`config.mk`:
```
export PLATFORM = sky130hd
export DESIGN_NAME = philox_stream_ctrl_flat
export DESIGN_NICKNAME = d
export VERILOG_FILES = /design/src/rtl/philox_stream_ctrl_if.sv /design/src/rtl/philox_stream_ctrl.sv /design/src/flat_wrapper.sv
export SDC_FILE = /design/constraint.sdc
export NUM_CORES = 1
export LEC_CHECK = 0
export ABC_AREA = 1
export CORE_MARGIN = 1.5
export CORE_UTILIZATION = 30
export CTS_CLUSTER_DIAMETER = 100
export DETAILED_ROUTE_END_ITERATION = 10
export HOLD_SLACK_MARGIN = 0.06
export PLACE_DENSITY = 0.56
export SLEW_MARGIN = 20
export SYNTH_ARGS = -nofsm -noshare
export SYNTH_HDL_FRONTEND = slang
export SYNTH_SLANG_ARGS = --single-unit
```
`constraint.sdc`:
```
create_clock -name clk -period 5.05 [get_ports clk]
set_clock_uncertainty 0.1 [all_clocks]
set_input_delay 0.7575 -clock clk [delete_from_list [all_inputs] [get_ports clk]]
set_output_delay 0.7575 -clock clk [all_outputs]
set_load 0.05 [all_outputs]
```
`src/rtl/philox_stream_ctrl_if.sv`:
```
// Random-word stream between philox_stream_ctrl and a consumer.
//   rnd_data  : 32-bit output word
//   rnd_valid : rnd_data is valid
//   rnd_ready : consumer accepts the word
//   rnd_last  : final word of the run
// The master modport is the producer (controller); the slave modport is the consumer.
interface philox_stream_ctrl_if;
    logic [31:0] rnd_data;
    logic        rnd_valid;
    logic        rnd_ready;
    logic        rnd_last;

    modport master (
        output rnd_data,
        output rnd_valid,
        output rnd_last,
        input  rnd_ready
    );

    modport slave (
        input  rnd_data,
        input  rnd_valid,
        input  rnd_last,
        output rnd_ready
    );
endinterface

```
`src/rtl/philox_stream_ctrl.sv`:
```
// Sequences an external philox4x32_10 core to produce cfg_nblocks 128-bit blocks. Each block is
// then emitted as four 32-bit words (bits 31:0 first) on a valid/ready stream.
//   clk, rst_n     : clock, asynchronous active-low reset
//   start, abort   : launch a run (sampled only when idle) / cancel the current run
//   cfg_key/counter/nblocks : run configuration, latched on an accepted start
//   busy, done     : busy outside IDLE; done pulses for one cycle on normal completion
//   ctr_next       : counter value the next block will use (continues the stream afterwards)
//   core_en/counter/key, core_out : core request (one-cycle enable) and result
//   rnd            : output word stream (master side)
module philox_stream_ctrl #(
    parameter int unsigned CORE_LAT = 1,
    parameter int unsigned NB_W     = 16
) (
    input  logic                clk,
    input  logic                rst_n,
    input  logic                start,
    input  logic                abort,
    input  logic [63:0]         cfg_key,
    input  logic [127:0]        cfg_counter,
    input  logic [NB_W-1:0]     cfg_nblocks,
    output logic                busy,
    output logic                done,
    output logic [127:0]        ctr_next,
    output logic                core_en,
    output logic [127:0]        core_counter,
    output logic [63:0]         core_key,
    input  logic [127:0]        core_out,
    philox_stream_ctrl_if.master rnd
);

    typedef enum logic [2:0] {StIdle, StIssue, StWait, StDrain, StDone} state_e;

    localparam logic [7:0] WaitInit = 8'(CORE_LAT - 1);

    state_e          state_q;
    logic [95:0]     buf_q;     // words 1..3 still to be sent; word 0 goes straight to rnd_data
    logic [1:0]      idx_q;
    logic [NB_W-1:0] remain_q;
    logic [7:0]      wait_q;

    logic [127:0]    ctr_inc;
    logic [NB_W-1:0] remain_dec;

    assign ctr_inc    = ctr_next + 128'd1;
    assign remain_dec = remain_q - NB_W'(1);

    always_ff @(posedge clk or negedge rst_n) begin
        if (!rst_n) begin
            state_q       <= StIdle;
            busy          <= 1'b0;
            done          <= 1'b0;
            ctr_next      <= '0;
            core_en       <= 1'b0;
            core_counter  <= '0;
            core_key      <= '0;
            rnd.rnd_data  <= '0;
            rnd.rnd_valid <= 1'b0;
            rnd.rnd_last  <= 1'b0;
            buf_q         <= '0;
            idx_q         <= '0;
            remain_q      <= '0;
            wait_q        <= '0;
        end else if (abort && (state_q != StIdle)) begin
            // Abort wins over any handshake in the same cycle; ctr_next is left untouched.
            state_q       <= StIdle;
            busy          <= 1'b0;
            done          <= 1'b0;
            core_en       <= 1'b0;
            rnd.rnd_valid <= 1'b0;
            rnd.rnd_last  <= 1'b0;
        end else begin
            unique case (state_q)
                StIdle: begin
                    if (start) begin
                        core_key     <= cfg_key;
                        ctr_next     <= cfg_counter;
                        core_counter <= cfg_counter;
                        remain_q     <= cfg_nblocks;
                        busy         <= 1'b1;
                        if (cfg_nblocks == '0) begin
                            done    <= 1'b1;
                            state_q <= StDone;
                        end else begin
                            core_en <= 1'b1;
                            state_q <= StIssue;
                        end
                    end
                end
                StIssue: begin
                    core_en <= 1'b0;
                    wait_q  <= WaitInit;
                    state_q <= StWait;
                end
                StWait: begin
                    if (wait_q == 8'd0) begin
                        buf_q         <= core_out[127:32];
                        rnd.rnd_data  <= core_out[31:0];
                        rnd.rnd_valid <= 1'b1;
                        rnd.rnd_last  <= 1'b0;
                        idx_q         <= 2'd0;
                        state_q       <= StDrain;
                    end else begin
                        wait_q <= wait_q - 8'd1;
                    end
                end
                StDrain: begin
                    // rnd_valid is always high here, so ready alone completes a handshake.
                    if (rnd.rnd_ready) begin
                        idx_q        <= idx_q + 2'd1;
                        rnd.rnd_data <= buf_q[31:0];
                        buf_q        <= {32'h0, buf_q[95:32]};
                        if (idx_q == 2'd2) begin
                            rnd.rnd_last <= (remain_q == NB_W'(1));
                        end
                        if (idx_q == 2'd3) begin
                            ctr_next      <= ctr_inc;
                            remain_q      <= remain_dec;
                            rnd.rnd_valid <= 1'b0;
                            rnd.rnd_last  <= 1'b0;
                            if (remain_dec != '0) begin
                                core_counter <= ctr_inc;
                                core_en      <= 1'b1;
                                state_q      <= StIssue;
                            end else begin
                                done    <= 1'b1;
                                state_q <= StDone;
                            end
                        end
                    end
                end
                StDone: begin
                    done    <= 1'b0;
                    busy    <= 1'b0;
                    state_q <= StIdle;
                end
                default: state_q <= StIdle;
            endcase
        end
    end

endmodule

```
`src/flat_wrapper.sv`:
```
// flat-port wrapper written by rule: the top's interface ports become plain ports
module philox_stream_ctrl_flat 
#(
    parameter int unsigned CORE_LAT = 1,
    parameter int unsigned NB_W     = 16
)
  (clk, rst_n, start, abort, cfg_key, cfg_counter, cfg_nblocks, busy, done, ctr_next, core_en, core_counter, core_key, core_out, rnd_rnd_data, rnd_rnd_valid, rnd_rnd_last, rnd_rnd_ready);
  philox_stream_ctrl_if rnd_i ();
  input  logic clk;
  input  logic rst_n;
  input  logic start;
  input  logic abort;
  input  logic [63:0] cfg_key;
  input  logic [127:0] cfg_counter;
  input  logic [NB_W-1:0] cfg_nblocks;
  output logic busy;
  output logic done;
  output logic [127:0] ctr_next;
  output logic core_en;
  output logic [127:0] core_counter;
  output logic [63:0] core_key;
  input  logic [127:0] core_out;
  output wire logic [$bits(rnd_i.rnd_data)-1:0] rnd_rnd_data;
  output wire logic [$bits(rnd_i.rnd_valid)-1:0] rnd_rnd_valid;
  output wire logic [$bits(rnd_i.rnd_last)-1:0] rnd_rnd_last;
  input wire logic [$bits(rnd_i.rnd_ready)-1:0] rnd_rnd_ready;
  assign rnd_rnd_data = rnd_i.rnd_data;
  assign rnd_rnd_valid = rnd_i.rnd_valid;
  assign rnd_rnd_last = rnd_i.rnd_last;
  assign rnd_i.rnd_ready = rnd_rnd_ready;
  philox_stream_ctrl #(.CORE_LAT(CORE_LAT), .NB_W(NB_W)) u_core (.clk(clk), .rst_n(rst_n), .start(start), .abort(abort), .cfg_key(cfg_key), .cfg_counter(cfg_counter), .cfg_nblocks(cfg_nblocks), .busy(busy), .done(done), .ctr_next(ctr_next), .core_en(core_en), .core_counter(core_counter), .core_key(core_key), .core_out(core_out), .rnd(rnd_i));
endmodule
```
==> results of run 1 <==
-- worst max path at each step --
stage | start | end | slack [ns] | cells after the start
floorplan | u_core.ctr_next[0] | u_core.ctr_next[126] | 2.42 | 14
global placement | abort | u_core.core_counter[52] | 1.35 | 11
detailed placement | abort | u_core.core_counter[51] | 1.32 | 11
CTS | u_core.remain_q[0] | u_core.core_counter[52] | 1.52 | 15
global route | u_core.remain_q[0] | u_core.core_counter[51] | 1.20 | 14
finish | u_core.remain_q[0] | u_core.core_counter[51] | 1.54 | 15
-- registers in the layout, summed over array words and instances, names as in the netlist, 3 cells and up --
register,flops
u_core.core_counter,128
u_core.ctr_next,128
u_core.buf_q,96
u_core.core_key,64
u_core.rnd.rnd_data,32
u_core.remain_q,16
u_core.wait_q,8
u_core.state_q,3
-- cell type report --
| type | instances | area [sq um] |
|---|---|---|
| Tap cell | 1144 | 1430 |
| Clock inverter | 18 | 224 |
| Inverter | 263 | 1000 |
| Fill cell | 8907 | 49500 |
| Clock buffer | 88 | 1750 |
| Multi-Input combinational cell | 2612 | 12000 |
| Sequential cell | 482 | 12100 |
| Timing Repair Buffer | 723 | 7260 |
-- cell usage in the layout (no fill, tap or decap), types with 2 or more instances in the layout --
cell             synthesis  routed
nor2_2                   4       4
and2_1                   4       4
o22ai_1                  6       6
xnor2_1                  3       3
buf_12                   0       7
a31oi_1                 60      60
clkbuf_8                 0      14
nand2_2                  3       3
inv_2                    7       5
xor2_1                  38      38
inv_1                  255     255
inv_8                    0       3
inv_6                    0       3
nand3b_1                14      14
mux2_2                  64      64
nand4_1                 15      15
nand2_1               1297    1295
a21oi_1                 42      42
clkbuf_16                0      60
mux2i_1                 12      12
ha_1                     8       8
o21ai_0                311     311
clkinv_2                 0       8
nand3_1                152     152
o21ai_1                 35      35
nor3_1                  93      93
clkbuf_1                64      14
clkdlybuf4s50_1          0     696
nor2_1                 397     397
nor4_1                   4       4
buf_4                   16      19
bufinv_16                0       4
dfrtp_1                482     482
o211ai_1                38      38
o31ai_1                  2       2
-- metrics by stage --
step	power [mW]	instances	util, %	area [sq um]
final	26.7	5330	41.9	35700
after floorplan	16.8	3506	-	25700
after global placement	22.4	5224	39.6	33700
after CTS	26.9	5330	41.9	35700
after detailed placement	22.5	5224	39.6	33700
after global routing	28.3	5330	41.9	35700
-- synthesized netlist by cell type (all sizes together) (39+ instances only) --
library cell | count | area (sq um)
xor2 | 39 | 349
o21ai | 346 | 1730
nand2 | 1300 | 4890
clkbuf | 67 | 255
buf | 82 | 503
nor2 | 402 | 1530
a21oi | 42 | 210
inv | 263 | 990
nand3 | 152 | 761
a31oi | 60 | 375
nor3 | 93 | 465
mux2 | 64 | 721
dfrtp | 482 | 12100
-- power by group through the flow --
stage | logic [mW] | clock network, mW | registers (mW)
global route | 15.9 | 4.63 | 7.74
finish | 14.8 | 4.36 | 7.53
detailed placement | 14.9 | 0 | 7.53
global placement | 14.9 | 0 | 7.53
CTS | 15.0 | 4.47 | 7.50
floorplan | 4.95 | 0 | 11.8
-- kinds of logic after synthesis --
kind of cell / Yosys count
compound gates: 498
buf+inv: 412
fa+ha+maj: 8
mux: 76
simple gates: 1988
xor+xnor: 42
flops: 482
-- routing by layer --
layer / vias up / track usage (%) / part of all wire [%]
li1: 12500 / - / -
met1: 12500 / 33.8 / 41
met2: 967 / 45.0 / 47
met3: 176 / 6.84 / 8.1
met4: 6 / 10.5 / 4.1
met5: - / 0 / 0.029
==> impl_metrics.tcl, run 1 <==
set metrics [dict create \
    cts_sinks 482 \
    slowest_stage "inv_4" \
    synthArstFlopShare_pct 100 \
    insertedDiodeCount 0 \
    synth-main-ff-cell "dfrtp_1" \
    seq_power_share_pct 28.2 \
    postLayoutSetupSlackWorst_ns 1.54 \
    final_hold_viol_count 0 \
    yosysWarnings 0 \
    p_sw_share_pct 51.8 \
    syn-cell-area_sq_um 25700 \
    cpMostUsedCell "nand2_1" \
    vias 26200 \
    critPathMaxFanout 73 \
    power_density_nw_per_um2 749 \
    p_clk_share_pct 16.3 \
    synth_edf_count 0 \
    std_cell_rows 107 \
    clk_path_buf_depth 3 \
    core-area_sq_um 85100 \
    area_growth_pct 38.7 \
    synth_cell_types 42 \
    fin_crit_sh_pct 69.5 \
    worstRegToRegCells 15 \
    grt_max_degree 202 \
    outcome "complete, no violations" \
    final-setup-viol-count 0 \
    cap_violations 0 \
    hp-class "primary input to asynchronous set/reset pin" \
    place_hpwl_um 96400 \
    synth_mux_area_share_pct 3.27 \
    crit_path_max_incr_delay_ns 0.77 \
    min_period_ns 3.51 \
    drive_gt1_share_pct 4.90 \
    wirelength_um 122000 \
    drtPass1Iterations 5 \
    worstReg2RegEnd "u_core.core_counter[51]" \
    crit_type "flop to flop" \
    cp_num_buf_inv 4 \
    gp_congestion 1.06 \
    io_buffers 697 \
    vdd_drop_max_mv 0.672 \
    drt_iter0_drc 1957 \
    synthSimpleGateAreaFrac_pct 30.8 \
    grt_pass1_vias 25700 \
    tritoncts "done" \
    cts-root-buf "clkbuf_16" \
    fp.dieH_um 296 \
    p_leak_nw 15.2 \
    syn_nets 3855 \
    die_w_um 296 \
    cts_resized 0 \
    htree_levels 2 \
    synth_top_family_by_area "simple AND/OR/NAND/NOR gates" \
    slew_headroom_pct 29.5 \
    grt_pass1_wl_um 174000 \
    cp_top_family "buffers and inverters" \
    grt_use_total_pct 27.1 \
    remaining_drc_errors 0 \
    start_util_pct 30.2 \
    rsz0062_at_grt "false" \
    startpoint_type "flop" \
    antenna_found_initial 6 \
    clock_latency_ns 0.63 \
    netlist_instances 3506 \
    numCtsBuffers 59 \
    cp.arrival_ns 3.98 \
    clk_pin_slew_ns 0.06 \
    ctsHoldBuffers 0 \
    synth-seq-area-share_pct 46.9 \
    synthAdderAreaFrac_pct 0.389 \
    slew_viol_final 0 \
    pre_cts_slack_ns 1.32 \
    crit_required_ns 5.52 \
    fin_tns_setup_ns 0 \
    holdWs_ns 0.0794 \
    ant_nets 0 \
    viasPerCell 4.91 \
    post_cts.repair.setup_buffers 0 \
    synth_compound_area_share_pct 10.5 \
    synth-xor-area-share_pct 1.46 \
    path_cells "inv_1 -> ha_1 -> nand2_2 -> nor2_2 -> nand3_1 -> nand2_1 -> inv_1 -> nand2_1 -> nor2_1 -> nand4_2 -> nand2_8 -> inv_4 -> buf_4 -> nand2_1 -> nand2_1" \
    worst_slew_pin_slew_ns 1.06 \
    r2r-start "u_core.remain_q[0]" \
    rrSetupSlack_ns 1.54 \
    p_sw_mw 13.8 \
    synth_seq_cells 482 \
    avgSynthCellArea_sq_um 7.34 \
    nets 4490 \
    dieArea_sq_um 87600 \
    fmax_mhz 285 \
    intPower_mw 12.9 \
    io_pins 698 \
    p_comb_share_pct 55.5 \
    grt-ovfl-total 0 \
    wire_per_inst_um 22.9 \
    critPathCaptureType "flop" \
]
No activity file was read; power rests on OpenSTA's default activity.
==> run 2, diff against run 1 <==
--- a/config.mk
+++ b/config.mk
@@ -11,7 +11,7 @@
 export CTS_CLUSTER_DIAMETER = 100
 export DETAILED_ROUTE_END_ITERATION = 10
 export HOLD_SLACK_MARGIN = 0.06
-export PLACE_DENSITY = 0.56
+export PLACE_DENSITY = 0.58
 export SLEW_MARGIN = 20
 export SYNTH_ARGS = -nofsm -noshare
 export SYNTH_HDL_FRONTEND = slang
==> constraint.sdc (replaced) <==
create_clock -name clk -period 3.1 [get_ports clk]
set_clock_uncertainty 0.1 [all_clocks]
set_input_delay 0.465 -clock clk [delete_from_list [all_inputs] [get_ports clk]]
set_output_delay 0.465 -clock clk [all_outputs]
set_load 0.05 [all_outputs]
==> run 2 against run 1 <==
Cell count increased by 2.1%. Largest cell class unchanged. Worst hold slack improved by 0.22 ns. Flip-flop and latch count unchanged. Sequential share of layout area decreased by 0.87 points. Worst setup slack got worse by 1.3 ns. Critical endpoint is now u_core.ctr_next[92]. Critical path type unchanged. Combinational power increased by 65%. Clock power increased by 64%. Core utilization increased by 1.1 points. Critical path depth decreased by 3. Wire length decreased by 0.89%. First-iteration DRC count decreased by 4.7%.
==> impl_metrics.tcl, run 2 (synthesis results as in run 1) <==
set metrics [dict create \
    dieArea_sq_um 87600 \
    drt_iter0_drc 1865 \
    fp.dieH_um 296 \
    antenna_found_initial 10 \
    startpoint_type "flop" \
    final_hold_viol_count 0 \
    vias 26500 \
    worstHoldStart "core_out[26]" \
    fin_crit_sh_pct 93.2 \
    cp.arrival_ns 3.26 \
    area_growth_pct 42.4 \
    whs_endpoint "u_core.rnd.rnd_data[26]" \
    crit_required_ns 3.47 \
    worstRegToRegCells 12 \
    power.total_mw 43.6 \
    post-route-util_pct 43.0 \
    slew_headroom_pct 41.7 \
    r2r-start "u_core.ctr_next[90]" \
    top_regs "u_core.core_counter x128, u_core.ctr_next x128, u_core.buf_q x96" \
    ant_nets 0 \
    worst_slew_pin_slew_ns 0.875 \
    nets 4598 \
    grt-ovfl-total 0 \
    outcome "complete, no violations" \
    final_common_cell "nand2_1" \
    tritoncts "done" \
    clk_path_buf_depth 3 \
    p_leak_nw 15.8 \
    holdPathStages 3 \
    drive_gt1_share_pct 7.52 \
    fillers 8867 \
    holdWs_ns 0.296 \
    cap_violations 0 \
    design_area_sq_um 36600 \
    critPathMaxFanout 5 \
    hp-class "primary input to flop" \
    place_area_sq_um 34600 \
    io_pins 698 \
    grt_pass1_vias 26000 \
    io_buffers 697 \
    min_period_ns 2.89 \
    worstReg2RegEnd "u_core.ctr_next[92]" \
    viasPerCell 4.87 \
    slew_viol_final 0 \
    wire_per_inst_um 22.2 \
    gp_congestion 0.998 \
    cts_sinks 482 \
    rsz0062_at_grt "false" \
    vdd_drop_max_mv 0.719 \
    start_util_pct 30.2 \
    critPathCaptureType "flop" \
    layout_common_cells "1295 x nand2_1, 695 x clkdlybuf4s50_1, 482 x dfrtp_1" \
    wirelength_um 121000 \
    rrSetupSlack_ns 0.21 \
    grt_max_degree 189 \
    grt_use_total_pct 26.9 \
    clk_pin_slew_ns 0.06 \
    core-area_sq_um 85100 \
    fin_tns_setup_ns 0 \
    place_hpwl_um 97400 \
    final-setup-viol-count 0 \
    crit_type "flop to flop" \
    drtPass1Iterations 6 \
    die_w_um 296 \
    numCtsBuffers 57 \
    htree_levels 2 \
    remaining_drc_errors 0 \
    std_cell_rows 107 \
    grt_pass1_wl_um 174000 \
    post_cts.repair.setup_buffers 0 \
    clock_latency_ns 0.63 \
    fmax_mhz 346 \
    power_density_nw_per_um2 1190 \
    cts-root-buf "clkbuf_16" \
]
==> run 2: cell count changes in the layout (fill, tap and decap cells not counted), sizes merged <==
cell,change
clkbuf,-2
buf,+110
clkinvlp,+1
clkdlybuf4s50,-1
dlygate4sd3,+1
diode,+1
clkinv,+2
inv,-2
==> run 2: where the power goes <==
group | internal (mW) | leakage (nW) | switching (mW)
Combinational | 7.56 | 8.96 | 16.9
Clock | 4.24 | 0.987 | 2.91
Sequential | 9.48 | 5.83 | 2.50
==> run 2: final cells by class <==
cell class,instances,area (sq um),share of cell area [%]
Antenna cell,1,2.50,0.00683
Clock buffer,86,1760,4.79
Clock inverter,19,236,0.645
Inverter,263,1000,2.74
Multi-Input combinational cell,2612,12000,32.7
Sequential cell,482,12100,32.9
Tap cell,1144,1430,3.91
Timing Repair Buffer,833,8170,22.3
==> run 2: worst max path at each step <==
| stage | startpoint | to | slack [ns] | cells after the start |
|---|---|---|---|---|
| finish | u_core.ctr_next[90] | u_core.ctr_next[92] | 0.21 | 12 |
| floorplan | u_core.ctr_next[0] | u_core.ctr_next[126] | 0.47 | 14 |
| global route | u_core.ctr_next[35] | u_core.ctr_next[116] | 0.0005 | 13 |
| global placement | u_core.ctr_next[20] | u_core.ctr_next[36] | 0.16 | 10 |
| detailed placement | abort | u_core.core_counter[49] | 0.08 | 9 |
| CTS | u_core.ctr_next[20] | u_core.ctr_next[36] | 0.11 | 10 |
==> run 2: what timing repair did <==
action	4_1_cts	5_1_grt
gates resized for setup	0	4
hold buffers	1	0
endpoints found under the hold margin	55	0
setup endpoints to repair	0	35
==> run 2: stage by stage <==
step                      worst slack [ns]  cells
final                                0.211   5440
after global routing              0.000459   5439
after CTS                            0.111   5439
after detailed placement            0.0846   5333
after global placement               0.162   5333
after floorplan                      0.474   3506
==> run 2: worst max-delay path: stages, from the launching register on <==
cell and delay [ns]:
dfrtp_1 0.42, inv_1 0.20, nor3_1 0.29, buf_4 0.17
nand2_1 0.07, nor2_1 0.23, nand2_1 0.23, nor2_1 0.34
nand2_1 0.09, nand2_1 0.08, nand3_1 0.06, o21ai_0 0.29
o21ai_0 0.16
==> run 2: per-layer routing <==
layer  part of all wire (%)  GRT usage [%]
met3                    7.4           5.58
met4                    2.7           7.08
met2                     48           45.6
met5                   0.10              0
met1                     42           34.7
==> run 3, diff against run 2 <==
--- a/config.mk
+++ b/config.mk
@@ -5,13 +5,14 @@
 export SDC_FILE = /design/constraint.sdc
 export NUM_CORES = 1
 export LEC_CHECK = 0
-export ABC_AREA = 1
+export ABC_AREA = 0
 export CORE_MARGIN = 1.5
 export CORE_UTILIZATION = 30
 export CTS_CLUSTER_DIAMETER = 100
 export DETAILED_ROUTE_END_ITERATION = 10
+export DONT_BUFFER_PORTS = 1
 export HOLD_SLACK_MARGIN = 0.06
-export PLACE_DENSITY = 0.58
+export PLACE_DENSITY = 0.47
 export SLEW_MARGIN = 20
 export SYNTH_ARGS = -nofsm -noshare
 export SYNTH_HDL_FRONTEND = slang
==> run 3 against run 2 <==
The flow now finishes with violations (hold timing, setup timing). Flip-flop and latch count unchanged. Final area down 9.1%. Critical path depth down 3. Synthesized area down 2.6%. Cell count down 24%. Combinational power down 38%. Register-to-register slack worse by 0.21 ns.
==> impl_metrics.tcl, run 3 <==
set metrics [dict create \
    synthArstFlopShare_pct 100 \
    avgSynthCellArea_sq_um 9.82 \
    min_period_ns 3.10 \
    yosysWarnings 0 \
    violations "hold timing, setup timing" \
    wirelength_um 101000 \
    top_regs "u_core.core_counter x128, u_core.ctr_next x128, u_core.buf_q x96" \
    cts-root-buf "clkbuf_16" \
    vdd_drop_max_mv 0.708 \
    slew_headroom_pct 5.64 \
    clk_path_buf_depth 3 \
    grt_util_met3_pct 6.57 \
    worst_slew_pin_slew_ns 1.42 \
    core-area_sq_um 82400 \
    place_hpwl_um 73900 \
    critPathMaxFanout 8 \
    synth_area_leader_cell "dfrtp_1" \
    remaining_drc_errors 0 \
    drt_iter0_drc 1666 \
    design_area_sq_um 33300 \
    nets 3367 \
    grt_pass1_vias 22900 \
    finalNonFillerCells 4143 \
    ys_top_cells_by_count "482 x dfrtp_1, 281 x nand2_1, 233 x nor2_1, 193 x o21ai_0, 172 x mux2_2" \
    power.total_mw 39.2 \
    gp_congestion 0.921 \
    slew_viol_final 0 \
    startpoint_type "flop" \
    rsz0062_at_grt "true" \
    dp.cells 3709 \
    final_common_cell "dfrtp_1" \
    critPathCaptureType "flop" \
    rrSetupSlack_ns -0.0007 \
    io_pins 698 \
    layout_common_cells "471 x dfrtp_1, 315 x dlygate4sd3_1, 281 x nand2_1" \
    final-setup-viol-count 2 \
    antenna_found_initial 9 \
    synth_seq_cells 482 \
    grt_max_degree 483 \
    cp.arrival_ns 3.51 \
    holdWs_ns -0.531 \
    crit_type "flop to flop" \
    ant_nets 0 \
    fmax_mhz 323 \
    drive_gt1_share_pct 20.8 \
    die_w_um 292 \
    use_met1_pct 28.1 \
    grt_pass1_wl_um 151000 \
    drtPass1Iterations 6 \
    clock_latency_ns 0.64 \
    outcome "complete, but fails checks" \
    syn_nets 2900 \
    synth_edf_count 0 \
    netlist_instances 2551 \
    post-route-util_pct 40.4 \
    viasPerCell 5.36 \
    ctsHoldBuffers 315 \
    hp-class "primary input to asynchronous set/reset pin" \
    std_cell_rows 105 \
    crit_required_ns 3.51 \
    power_density_nw_per_um2 1180 \
    grt_busiest_layer "met2" \
    fin_crit_sh_pct 100 \
    p_leak_nw 13.5 \
    fin_tns_setup_ns -0.000985 \
    grt_use_total_pct 23.1 \
    place_area_sq_um 28000 \
    synth-seq-area-share_pct 48.1 \
    postLayoutSetupSlackWorst_ns -0.000711 \
    start_util_pct 30.4 \
    synth_top_area_share_pct 48.1 \
    fp.dieH_um 292 \
    grt-ovfl-total 0 \
    dieArea_sq_um 85300 \
    io_buffers 0 \
    cap_violations 0 \
    area_growth_pct 32.9 \
    tritoncts "done" \
    synth_cell_types 59 \
    vias 22200 \
    final_hold_viol_count 482 \
    fillers 8006 \
    clk_pin_slew_ns 0.06 \
    cts_sinks 482 \
    use_met2_pct 39.5 \
    synth.most_common_cell "dfrtp_1" \
    wire_per_inst_um 24.5 \
    yosys-top-cells-area "dfrtp_1 48%, mux2_2 7.7%, nand2_1 4.2%" \
    syn-cell-area_sq_um 25100 \
    synth-main-ff-cell "dfrtp_1" \
    numCtsBuffers 57 \
    pre_cts_slack_ns -0.117 \
    htree_levels 2 \
]
[run 3: layout make-up]
type / count / area, sq um / share of cell area, %
multi-input cells: 1858 / 12400 / 37.1
flip-flops and latches: 482 / 12100 / 36.2
repair buffers: 590 / 5500 / 16.5
clock buffers: 69 / 1520 / 4.57
well taps: 1070 / 1340 / 4.02
clock inverters: 37 / 387 / 1.16
inverters: 29 / 109 / 0.327
diodes: 8 / 20.0 / 0.0601
[run 3: kinds of logic after synthesis]
group	after synthesis	share of synthesized area [%]
AND/OR/NAND/NOR	877	16.5
AO/OA/AOI/OAI	543	13.4
flip-flops	482	48.1
multiplexers	309	13.9
buffers and inverters	211	3.42
XOR/XNOR	121	4.23
adder cells (fa/ha/maj)	8	0.399
[run 3: layer usage]
metal  vias to the layer above  share of wire (%)
li1                      10200                  -
met1                     11000                 40
met2                       905                 49
met3                       173                8.4
met4                         0                2.9
met5                         -                  0
[run 3: worst paths after layout]
| check | start | end | depth (start not counted) |
|---|---|---|---|
| setup / recovery | u_core.remain_q[4] | u_core.core_counter[106] | 9 |
| min in group clk | cfg_counter[20] | u_core.core_counter[20] | 3 |
| hold reg to reg | u_core.buf_q[23] | u_core.buf_q[23] | 2 |
| hold / removal | rst_n | u_core.core_counter[113] | 0 |
| setup reg to reg | u_core.remain_q[4] | u_core.core_counter[106] | 9 |
| max in group asynchronous | rst_n | u_core.ctr_next[18] | 0 |
[run 3: critical path, cell delays in order, from the launching register on]
cell and delay, ns:
dfrtp_1 0.38, or4_4 0.57, o41ai_4 0.39, nand2_1 0.11, nor2_1 0.10, or4b_4 0.47
and2_4 0.28, buf_6 0.16, buf_6 0.12, mux2_4 0.28
[run 3: power breakdown]
part           internal, mW  total [mW]  switching [mW]
Combinational          5.81        15.2            9.35
Sequential             9.18        17.2            8.03
Clock                  3.87        6.84            2.97
Total                  18.9        39.2            20.4
[run 3: what timing repair did]
item | in CTS | in global routing
gates cloned | 1 | 1
buffers inserted | 3 | 0
gates resized for setup | 7 | 16
endpoints found under the setup margin | 84 | 134
hold endpoints to repair | 877 | 482
pin swaps | 0 | 2
